--- src/rtl/cic_capture_buf.sv ---
// Captures DEPTH decimated CIC words after a trigger and streams them out serially.
// Latency: SDO_VLD rises one edge after RD_REQ is sampled in READY; then DEPTH*(BW+4) bits.
// Backpressure: none; IN_VLD strobes are dropped outside CAPTURE or while ENABLE is low.
//
// Ports:
//   CLK, RES         clock, synchronous active-high reset
//   ENABLE           capture enable (qualifies TRIG in IDLE and IN_VLD in CAPTURE)
//   IN, IN_VLD       signed BW+4-bit CIC word and its one-cycle strobe
//   TRIG, RD_REQ     start-capture and start-readout pulses
//   SDO, SDO_VLD     serial data (MSB first) and its valid flag
//   FRAME            marks the MSB bit of each word
//   BUSY, READY      status: capturing/reading out, buffer full
//   CNT              words captured in the current capture (0..DEPTH)
module cic_capture_buf #(
  parameter int BW    = 6,
  parameter int DEPTH = 16
) (
  input  logic          CLK,
  input  logic          RES,
  input  logic          ENABLE,
  input  logic [BW+3:0] IN,
  input  logic          IN_VLD,
  input  logic          TRIG,
  input  logic          RD_REQ,
  output logic          SDO,
  output logic          SDO_VLD,
  output logic          FRAME,
  output logic          BUSY,
  output logic          READY,
  output logic [6:0]    CNT
);

  localparam int W    = BW + 4;
  localparam int AW   = (DEPTH > 1) ? $clog2(DEPTH) : 1;
  localparam int BITW = (W > 1) ? $clog2(W) : 1;

  localparam logic [BITW-1:0] BIT_MSB   = BITW'(W - 1);
  localparam logic [AW-1:0]   WORD_LAST = AW'(DEPTH - 1);
  localparam logic [6:0]      CNT_LAST  = 7'(DEPTH - 1);

  typedef enum logic [1:0] {
    ST_IDLE    = 2'd0,
    ST_CAPTURE = 2'd1,
    ST_READY   = 2'd2,
    ST_READOUT = 2'd3
  } state_t;

  // Capture buffer; never reset because it is only readable after a full capture.
  logic [W-1:0] mem [DEPTH];

  state_t          state_q, state_d;
  logic [6:0]      cnt_q, cnt_d;
  logic [AW-1:0]   word_q, word_d;   // word currently on SDO
  logic [BITW-1:0] bit_q, bit_d;     // bit currently on SDO
  logic            sdo_q, sdo_d;
  logic            vld_q, vld_d;
  logic            frame_q, frame_d;
  logic            busy_q, busy_d;
  logic            ready_q, ready_d;
  logic            mem_we;

  always_comb begin
    state_d = state_q;
    cnt_d   = cnt_q;
    word_d  = word_q;
    bit_d   = bit_q;
    sdo_d   = 1'b0;
    vld_d   = 1'b0;
    frame_d = 1'b0;
    mem_we  = 1'b0;

    unique case (state_q)
      ST_IDLE: begin
        if (TRIG && ENABLE) begin
          state_d = ST_CAPTURE;
          cnt_d   = 7'd0;
        end
      end

      ST_CAPTURE: begin
        if (IN_VLD && ENABLE) begin
          mem_we = 1'b1;
          cnt_d  = cnt_q + 7'd1;
          if (cnt_q == CNT_LAST) begin
            state_d = ST_READY;
          end
        end
      end

      ST_READY: begin
        // RD_REQ beats a coincident TRIG.
        if (RD_REQ) begin
          state_d = ST_READOUT;
          word_d  = '0;
          bit_d   = BIT_MSB;
          sdo_d   = mem[0][W-1];
          vld_d   = 1'b1;
          frame_d = 1'b1;
        end else if (TRIG) begin
          state_d = ST_CAPTURE;
          cnt_d   = 7'd0;
        end
      end

      ST_READOUT: begin
        if (word_q == WORD_LAST && bit_q == '0) begin
          state_d = ST_IDLE;
          word_d  = '0;
          bit_d   = '0;
        end else begin
          if (bit_q == '0) begin
            bit_d  = BIT_MSB;
            word_d = word_q + AW'(1);
          end else begin
            bit_d  = bit_q - BITW'(1);
          end
          sdo_d   = mem[word_d][bit_d];
          vld_d   = 1'b1;
          frame_d = (bit_d == BIT_MSB);
        end
      end

      default: state_d = ST_IDLE;
    endcase

    // Status flags follow the next state so they change on the same edge as the FSM.
    busy_d  = (state_d == ST_CAPTURE) || (state_d == ST_READOUT);
    ready_d = (state_d == ST_READY);
  end

  always_ff @(posedge CLK) begin
    if (RES) begin
      state_q <= ST_IDLE;
      cnt_q   <= 7'd0;
      word_q  <= '0;
      bit_q   <= '0;
      sdo_q   <= 1'b0;
      vld_q   <= 1'b0;
      frame_q <= 1'b0;
      busy_q  <= 1'b0;
      ready_q <= 1'b0;
    end else begin
      state_q <= state_d;
      cnt_q   <= cnt_d;
      word_q  <= word_d;
      bit_q   <= bit_d;
      sdo_q   <= sdo_d;
      vld_q   <= vld_d;
      frame_q <= frame_d;
      busy_q  <= busy_d;
      ready_q <= ready_d;
    end
  end

  always_ff @(posedge CLK) begin
    if (mem_we && !RES) begin
      mem[cnt_q[AW-1:0]] <= IN;
    end
  end

  assign SDO     = sdo_q;
  assign SDO_VLD = vld_q;
  assign FRAME   = frame_q;
  assign BUSY    = busy_q;
  assign READY   = ready_q;
  assign CNT     = cnt_q;

endmodule

--- config.mk ---
export PLATFORM = sky130hd
export DESIGN_NAME = cic_capture_buf
export DESIGN_NICKNAME = d
export VERILOG_FILES = /design/src/rtl/cic_capture_buf.sv
export SDC_FILE = /design/constraint.sdc
export NUM_CORES = 1
export LEC_CHECK = 0
export ABC_AREA = 1
export CAP_MARGIN = 20
export CORE_UTILIZATION = 48
export CTS_CLUSTER_SIZE = 25
export DETAILED_ROUTE_END_ITERATION = 8
export HOLD_SLACK_MARGIN = 0.08
export MAX_ROUTING_LAYER = met4
export PLACE_DENSITY = 0.65
export SLEW_MARGIN = 30
export SYNTH_ARGS = -nofsm -noshare
export SYNTH_HDL_FRONTEND = slang
export SYNTH_SLANG_ARGS = --single-unit
--- constraint.sdc ---
create_clock -name CLK -period 3.8 [get_ports CLK]
set_input_delay 0.76 -clock CLK [delete_from_list [all_inputs] [get_ports CLK]]
set_output_delay 0.76 -clock CLK [all_outputs]
set_load 0.02 [all_outputs]
==> summary.txt, run 1 <==
Run status
  – Status: completed

STA
  – # setup viols final: 0
  – RSZ-0062 raised after global routing: no
  – Fmax: around 320 MHz
  – Fin Setup TNS: 0 ns
  – Minimum clock period: ~3.1 ns
  – Final Cycle Share: 0.826
  – Relative slew slack: 0.378
  – Worst-margin pin slew: 0.930 ns
  – Hold Fails Final Rpt: 0
  – Setup Skew: 0.00811 ns
  – Max-slew violations: 0

GRT
  – Vias in the first global route: 5,371
  – GRT Util Overall: 0.247
  – Antenna violations before repair: 0
  – Grt ovf: 0
  – First-pass GRT wire length: between 20,000 and 30,000 um
  – Pin count of the biggest net entering global routing: 81

Logic synthesis
  – Synthesized flop and latch total: ~180
  – Syn avg cell area: 11.0 sq um
  – Yosys Warn Count: 0
  – Post-synth cell types: 32
  – Syn nets: 725
  – Post-Syn Area: around 0.0077 sq mm
  – Sequential area share after synthesis: 0.679
  – Post-synthesis cell count: 702

Worst setup path
  – Reg2Reg Setup Slack: roughly 0.66 ns
  – Worst Reg-to-Reg Cells: 16
  – Largest fanout on the critical path: 80
  – Critical R2R Capture: SDO
  – Worst Setup Start Kind: flip-flop
  – Crit path kind: reg -> reg
  – Worst r2r src: bit_q[0]
  – Worst setup EP type: flip-flop
  – Crit path arrival time: approximately 3.5 ns
  – Critical path required time: 4.15 ns

Finish
  – Fin area: 0.00882 sq mm
  – Register area: 0.00525 sq mm
  – ANT cells: 0
  – Multi-input gate area: ~0.0022 sq mm
  – Fillcell total: 1,327
  – Number of nets in the layout: 757
  – Core Util, Final: 0.559
  – Layout area overhead: 14.2%
  – Layout cell share with drive strength beyond 1: 0.0845
  – Most frequent cells in the layout: nand3_1 (207), nand2_1 (162), edfxtp_1 (160), nor2_1 (32), inv_1 (30)
  – Commonest non-fill, non-tap cell in the layout: nand3_1

Floorplan
  – Die H: between 100 and 150 um
  – Initial Utilization: 0.490
  – Row count: 46
  – DIE AREA: 0.0166 sq mm
  – Core ar.: 0.0158 sq mm
  – # IOs: 28
  – Die Wd: 129 um

Power and ir drop
  – Sw frac: 0.206
  – P_sw: approximately 0.00082 W
  – Peak supply drop: 322 uV
  – Cell-internal power: around 0.0032 W
  – Sequential share of power: 0.545
  – Clock power frac: 0.435
  – Pwr dens: 454 mW/mm^2
  – Comb pwr share: 0.020
  – Leak: between 3 and 4 nW

Clock network
  – Post-CTS sizing: 0
  – Hold_buf cts: 0
  – Num CTS Buffers: 17
  – Clock Latency Late Sink: 0.43 ns
  – Worst-path clk slew: 0.06 ns
  – Depth of the CTS H-tree: 4
  – Setup Buffers After CTS: 0
  – Sink Count: 182
  – Clock Root Buffer: clkbuf_16
  – CTS tree: built
  – Clock Path Buffers: 2

Run
  – Maxcap violations: 0

Drt
  – Vias/cell: between 5 and 6
  – Routed WL per cell: 19.1 um
  – Drt first pass iters: 7
  – Total number of vias: 5,397
  – Post-route DRC: 0
  – Drt total wl: 18,400 um
  – DR iter-0 viols: a little over 600
  – Antenna Nets Post-Route: 0

Min path
  – Hold Crit Class: reg -> reg
  – Min-Delay Endpoint: bit_q[1]
  – Hold-critical path depth: 2
  – Hold wc startpoint: bit_q[1]

Placement
  – HPWL after DPL: 11,300 um
  – Cell area after placement: about 0.0082 sq mm
  – GPL Wtd Cong: 0.872
  – Port Buffer Count: 27
logic make-up (layout without fill, tap and decap cells):
family,count (synthesis),after routing,synth area share
AND/OR/NAND/NOR,418,418,0.247
flip-flops,182,182,0.679
buffers and inverters,66,110,0.0394
AO/OA/AOI/OAI,24,24,0.0168
adder cells (fa/ha/maj),7,7,0.0113
XOR/XNOR,5,5,0.00664
synth_stat cells (all sizes together):
cell	number	share of area
or4	1	0.00097
dfxtp	22	0.057
nor3	6	0.0045
buf	32	0.022
nor2	34	0.018
nand2	165	0.083
o211ai	2	0.0019
o21ai	5	0.0032
a31oi	2	0.0016
xor2	3	0.0044
or2	2	0.0016
edfxtp	160	0.62
nand4	1	0.00081
nand3	208	0.14
a21oi	14	0.0091
nor4	1	0.00081
ha	7	0.011
a211oi	1	0.00097
inv	32	0.016
xnor2	2	0.0023
clkbuf	2	0.0015
registers in the layout, indices dropped and copies added, names as in the netlist:
register,cells
mem,160
CNT,7
bit_q,4
word_q,4
state_q,2
BUSY,1
FRAME,1
READY,1
SDO,1
SDO_VLD,1
power groups by stage:
stage	clock (W)	sequential (W)	combinational (W)
detailed placement	0	0.00223	0.0000808
floorplan	0	0.00223	0.0000209
global route	0.00184	0.00218	0.0000897
global placement	0	0.00223	0.0000787
CTS	0.00176	0.00218	0.0000816
finish	0.00174	0.00218	0.0000815
metrics by stage:
stage | total power (W) | hold WS [ns] | worst slack [ns] | std cells
final | 0.00400 | 0.475 | 0.660 | 962
after global routing | 0.00411 | 0.504 | 0.397 | 962
after CTS | 0.00402 | 0.475 | 0.698 | 962
after detailed placement | 0.00231 | 0.467 | 0.640 | 931
after global placement | 0.00230 | 0.451 | 0.773 | 931
after floorplan | 0.00225 | 0.440 | 1.66 | 702
critical path: stages, from the launching register on:
cell,delay (ns)
dfxtp_1,0.33
inv_1,0.08
ha_1,0.27
nand2_4,0.15
nand2_4,0.29
nand2_4,0.15
buf_4,0.66
nand2_1,0.14
nand3_1,0.13
nand3_1,0.08
nand3_1,0.16
nand3_1,0.10
nand2_1,0.13
nand3_1,0.08
nand2_1,0.06
nand3_1,0.09
a21oi_1,0.15
how the worst max path moves through the flow:
stage                  start          to  slack, ns
finish              bit_q[0]         SDO       0.66
global route        bit_q[0]         SDO       0.40
CTS                 bit_q[0]         SDO       0.70
detailed placement    ENABLE  mem[10][1]       0.64
global placement      ENABLE   mem[8][4]       0.77
floorplan             IN_VLD  mem[12][0]       1.66
layout make-up:
cell class | count | area share
tap | 216 | 0.0306
inverter | 32 | 0.0136
multi-input combinational | 454 | 0.248
clock inverter | 13 | 0.0169
timing repair buffer | 47 | 0.0477
sequential | 182 | 0.595
clock buffer | 18 | 0.0487
metal layers:
| layer | vias to the layer above | routed length (um) | part of all wire | track usage |
|---|---|---|---|---|
| met3 | 34 | 1410 | 0.076 | 0.0565 |
| met4 | 0 | 439 | 0.024 | 0.0865 |
| met5 | - | 0 | 0 | - |
| li1 | 2540 | - | - | - |
| met2 | 217 | 8790 | 0.48 | 0.386 |
| met1 | 2606 | 7780 | 0.42 | 0.317 |
Power figures use the tool's default switching activity.
==> run 2, diff against run 1 <==
- PLACE_DENSITY: 0.65 -> 0.68
- clock period: 3.8 -> 2.5 ns (I/O delays scaled with it)
==> summary.txt, run 2 (synthesized netlist as in run 1, its figures left out) <==
Floorplan
  – Core ar.: 0.0158 sq mm
  – Row count: 46
  – Die H: between 100 and 150 um
  – # IOs: 28
  – DIE AREA: roughly 0.017 sq mm
  – Die Wd: 129 um
  – Initial Utilization: 0.490

GRT
  – Grt ovf: 0
  – Vias in the first global route: roughly 5,300
  – GR Layer Usage met1: 0.320
  – Gr busiest metal: met2
  – Pin count of the biggest net entering global routing: 81
  – Met2 global-route usage: 0.365
  – Grt met3 use: 0.0703
  – Antenna violations before repair: 0
  – First-pass GRT wire length: 29,000 um
  – GRT Util Overall: 0.247

Placement
  – HPWL after DPL: roughly 12,000 um
  – Port Buffer Count: 27
  – GPL Wtd Cong: about 0.90
  – DP Worst Slack: about 0.017 ns

Worst setup path
  – Critical path required time: 2.87 ns
  – Crit path kind: reg -> reg
  – Crit path arrival time: 2.62 ns
  – Worst setup EP type: flip-flop
  – Largest fanout on the critical path: 40
  – Worst Setup Start Kind: flip-flop

Clock network
  – CTS tree: built
  – Clock Path Buffers: 2
  – Clock Root Buffer: clkbuf_16
  – Worst-path clk slew: 0.07 ns
  – Depth of the CTS H-tree: 4
  – Clock Latency Late Sink: 0.43 ns
  – Sink Count: 182
  – Hold_buf cts: 0
  – Num CTS Buffers: 17

Power and ir drop
  – P_sw: 0.00133 W
  – Clock power frac: 0.427
  – Comb pwr share: 0.021
  – Pwr dens: 659 mW/mm^2
  – Leak: 3.24 nW
  – Sw frac: 0.221
  – Sequential share of power: 0.552
  – Power Total: 0.00601 W
  – Peak supply drop: 665 uV
  – Cell-internal power: about 0.0047 W

Finish
  – Layout area overhead: 18.0%
  – ANT cells: 0
  – Commonest non-fill, non-tap cell in the layout: nand3_1
  – Largest register FFs: 160
  – Layout cell share with drive strength beyond 1: 0.115
  – Number of nets in the layout: approximately 800
  – Most frequent cells in the layout: nand3_1 (207), nand2_1 (161), edfxtp_1 (160), nor2_1 (32)
  – Fillcell total: between 1,000 and 1,500

STA
  – Max-slew violations: 0
  – Minimum clock period: 2.25 ns
  – Setup Skew: roughly 0.0066 ns
  – Final Cycle Share: 0.901
  – Worst-margin pin slew: 0.690 ns
  – Fmax: 444 MHz
  – # setup viols final: 0
  – Hold Fails Final Rpt: 0
  – Fin Setup TNS: 0 ns
  – Relative slew slack: 0.538
  – RSZ-0062 raised after global routing: no
  – Final WS setup: 0.248 ns

Min path
  – Hold Crit Class: reg -> reg

Drt
  – DR iter-0 viols: 568
  – Drt total wl: 18,800 um
  – Routed WL per cell: between 15 and 20 um
  – Vias/cell: between 5 and 6
  – Total number of vias: 5,491
  – Antenna Nets Post-Route: 0
  – Drt first pass iters: 5
  – Post-route DRC: 0

Run
  – Maxcap violations: 0

Run status
  – Status: completed
[run 2: changes by cell type in the layout (fill, tap and decap cells not counted), moves of 2 or more]
cell and delta:
clkbuf_16 +2, inv_8 +5, buf_12 +6, buf_4 +10
bufinv_16 -2, clkinv_4 -2
[run 2: cell type report]
type / instances / area (sq um) / area share
clock inverter: 14 / 133 / 0.0146
inverter: 32 / 123 / 0.0135
multi-input combinational: 454 / 2210 / 0.242
tap: 216 / 270 / 0.0297
clock buffer: 18 / 429 / 0.0471
sequential: 182 / 5250 / 0.576
timing repair buffer: 67 / 704 / 0.0773
[run 2: stage by stage]
stage               std cells  cell area [sq um]  hold slack [ns]   util
CTS                       981               9020            0.491  0.572
finish                    983               9110            0.493  0.578
global placement          949               8460            0.451  0.536
floorplan                 702               7720            0.440      -
detailed placement        949               8460            0.480  0.536
global route              983               9110            0.518  0.578
[run 2: worst paths after layout]
check / from / to / slack (ns) / cells after the start
worst max-delay path: bit_q[1] / SDO / 0.25 / 16
worst min-delay path: bit_q[1] / bit_q[1] / 0.49 / 2
worst max register to register: bit_q[1] / SDO / 0.25 / 16
worst min register to register: bit_q[1] / bit_q[1] / 0.49 / 2
[run 2: critical path, cell delays in order (launching register included)]
cell and delay (ns):
dfxtp_1 0.35, inv_1 0.10, ha_4 0.19, nand2_4 0.12
nand2_4 0.08, nand2_4 0.13, buf_16 0.20, nand2_1 0.09
nand3_1 0.11, nand3_1 0.13, nand3_1 0.11, nand3_1 0.08
nand3_1 0.07, nand3_1 0.06, nand3_1 0.09, nand3_1 0.08
a21oi_1 0.14
[run 2: power by group through the flow]
stage / Clock, W / Sequential (W) / Combinational [W]
finish: 0.00256 / 0.00332 / 0.000128
detailed placement: 0 / 0.00338 / 0.000128
global placement: 0 / 0.00338 / 0.000124
floorplan: 0 / 0.00339 / 0.0000317
global route: 0.00271 / 0.00332 / 0.000140
CTS: 0.00260 / 0.00332 / 0.000128
[run 2: metal layers]
metal | wire length, um | vias up
li1 | - | 2579
met1 | 7820 | 2598
met2 | 8740 | 271
met3 | 1680 | 43
met4 | 569 | 0
met5 | 0 | -
[run 2: timing repair]
item / CTS / global route
setup endpoints to repair: 0 / 1
setup buffers: 0 / 0
resized for setup: 0 / 8
==> edit, RTL diff (flow settings as in run 2) <==
`DEPTH`: 16 -> 8.
--- a/src/rtl/cic_capture_buf.sv
+++ b/src/rtl/cic_capture_buf.sv
@@ -14,5 +14,5 @@
 module cic_capture_buf #(
   parameter int BW    = 6,
-  parameter int DEPTH = 16
+  parameter int DEPTH = 8
 ) (
   input  logic          CLK,
Formal check against the unedited RTL: not equivalent (Yosys sat finds a counterexample within 10 cycles, from zero or initial values).
==> edit against run 2 <==
Synthesized area is 44% lower. Sequential share of layout area is 0.93 points lower. Sequential cell count is 81 lower. Power is 52% lower. Design area is 45% lower. Setup slack worse by 0.041 ns. Final cell count is 41% lower. Maximum frequency is 1.8% lower. Wire length is 52% lower. Synthesized cell count is 40% lower. Non-clock buffer count is 23 lower. Critical endpoint unchanged. Largest power group unchanged.
==> edit: results (changes against run 2) <==
=================================================================================================
Global-route usage over all layers .................................................        21.0%   was 24.7%
Final hold slack ...................................................................     0.489 ns   was 0.493 ns
Buffers added on ports .............................................................           27   unchanged
Post-CTS resize count ..............................................................            0   unchanged
Register-to-register setup slack ...................................................      0.21 ns   was 0.25 ns
Area share of the largest cell type after synthesis ................................        55.4%   was 62.2%
Count of inserted antenna diode cells ..............................................            0   unchanged
TritonRoute pass-1 iters ...........................................................            4   was 5
Reg-to-reg endpoint ................................................................ SDO$_SDFF_PP0_   unchanged
Worst Path Arrival .................................................................      2.58 ns   was 2.62 ns
Result of the run ..................................................................    completed   unchanged
Number of flip-flops in the largest register .......................................           80   was 160
Worst stage delay on the critical path .............................................      0.37 ns   was 0.35 ns
Peak supply drop ...................................................................       379 uV   was 665 uV
Post-detail-place hpwl .............................................................      5960 um   was 11800 um
Root Buffer Master ................................................................. sky130_fd_sc_hd__clkbuf_8   was sky130_fd_sc_hd__clkbuf_16
GPL Wtd Cong .......................................................................        0.904   was 0.900
Worst-Skew Late Latency ............................................................      0.35 ns   was 0.43 ns
Commonest cells in the synthesized netlist ......................................... sky130_fd_sc_hd__nand2_1 (116), sky130_fd_sc_hd__nand3_1 (88), sky130_fd_sc_hd__edfxtp_1 (80)   was sky130_fd_sc_hd__nand3_1 (207), sky130_fd_sc_hd__nand2_1 (162), sky130_fd_sc_hd__edfxtp_1 (160)
Part of the Yosys area used for sequential elements ................................        65.1%   was 67.9%
CTS HTree Levels ...................................................................            3   was 4
Via count of the first global-routing pass .........................................         2990   was 5345
Drt wl/cell ........................................................................      15.7 um   was 19.1 um
Top fanout value on the critical path ..............................................           39   was 40
Ranking of synthesized cells by area ............................................... sky130_fd_sc_hd__edfxtp_1 (55%), sky130_fd_sc_hd__nand3_1 (10%), sky130_fd_sc_hd__nand2_1 (10%), sky130_fd_sc_hd__dfxtp_1 (9.7%), sky130_fd_sc_hd__inv_1 (2.4%)   was sky130_fd_sc_hd__edfxtp_1 (62%), sky130_fd_sc_hd__nand3_1 (13%), sky130_fd_sc_hd__nand2_1 (7.9%), sky130_fd_sc_hd__dfxtp_1 (5.7%), sky130_fd_sc_hd__buf_2 (1.6%)
Total CTS buffers ..................................................................            9   was 17
Initial DRC count ..................................................................          183   was 568
Post-synthesis net count ...........................................................          443   was 725
Total placed instance area .........................................................    4810 um^2   was 8460 um^2
Number of distinct library cell variants in the gate-level netlist after synthesis .           27   was 32
Largest net degree at the start of global routing ..................................           40   was 81
Wire length of the first global-routing pass .......................................     14900 um   was 29000 um
Pin slew with the least headroom to its limit ......................................     0.455 ns   was 0.690 ns
=================================================================================================
[edit: area by class of cell]
cell class	instances	area, um^2
Multi-Input combinational cell	276	1300
Timing Repair Buffer	44	435
Inverter	32	120
Tap cell	108	135
Clock buffer	12	135
Clock inverter	3	37.5
Fill cell	743	3740
Sequential cell	101	2820
[edit: routing by layer]
| layer | global-route usage, % | wire (um) |
|---|---|---|
| met1 | 27.9 | 4040 |
| met4 | 7.23 | 108 |
| met3 | 2.38 | 518 |
| met2 | 33.6 | 4360 |
| met5 | - | 0 |
[edit: critical path: cells and delay by family (launching register included)]
kind | cells | cell delay (ns)
flip-flops | 1 | 0.37
AO/OA/AOI/OAI | 1 | 0.11
buffers and inverters | 1 | 0.07
AND/OR/NAND/NOR | 12 | 1.38
adder cells (fa/ha/maj) | 1 | 0.27
[edit: where the power goes]
part | leakage (nW) | switching (mW) | internal (mW)
combinational | 0.843 | 0.0543 | 0.0385
clock | 0.0855 | 0.503 | 0.453
sequential | 0.889 | 0.00774 | 1.82
total | 1.82 | 0.565 | 2.31
[edit: logic make-up after synthesis]
logic type	count (synthesis)	synth area share, %
xor gates and xnor gates	2	0.404
and+or+nand+nor	246	25.5
buffers and inverters	46	4.93
AOI/OAI and AO/OA	24	2.94
adders and majority gates	4	1.15
DFF	101	65.1
[edit: worst max-delay path by stage]
stage / from / end / slack [ns] / cells after the start
after global placement: ENABLE / CNT[6]$_SDFFE_PP0P_ / 0.1 / 10
final: bit_q[0]$_SDFFE_PP0P_ / SDO$_SDFF_PP0_ / 0.21 / 15
after detailed placement: TRIG / CNT[6]$_SDFFE_PP0P_ / 0.01 / 10
after floorplan: IN_VLD / mem[1][0]$_DFFE_PP_ / 0.48 / 6
after global routing: bit_q[0]$_SDFFE_PP0P_ / SDO$_SDFF_PP0_ / 0.04 / 15
after CTS: bit_q[0]$_SDFFE_PP0P_ / SDO$_SDFF_PP0_ / 0.20 / 15
[edit: stage by stage]
step,setup WS [ns],std cells
2_1_floorplan,0.477,423
6_report,0.208,576
5_1_grt,0.0406,576
4_1_cts,0.198,576
3_5_place_dp,0.0134,561
3_3_place_gp,0.0994,561
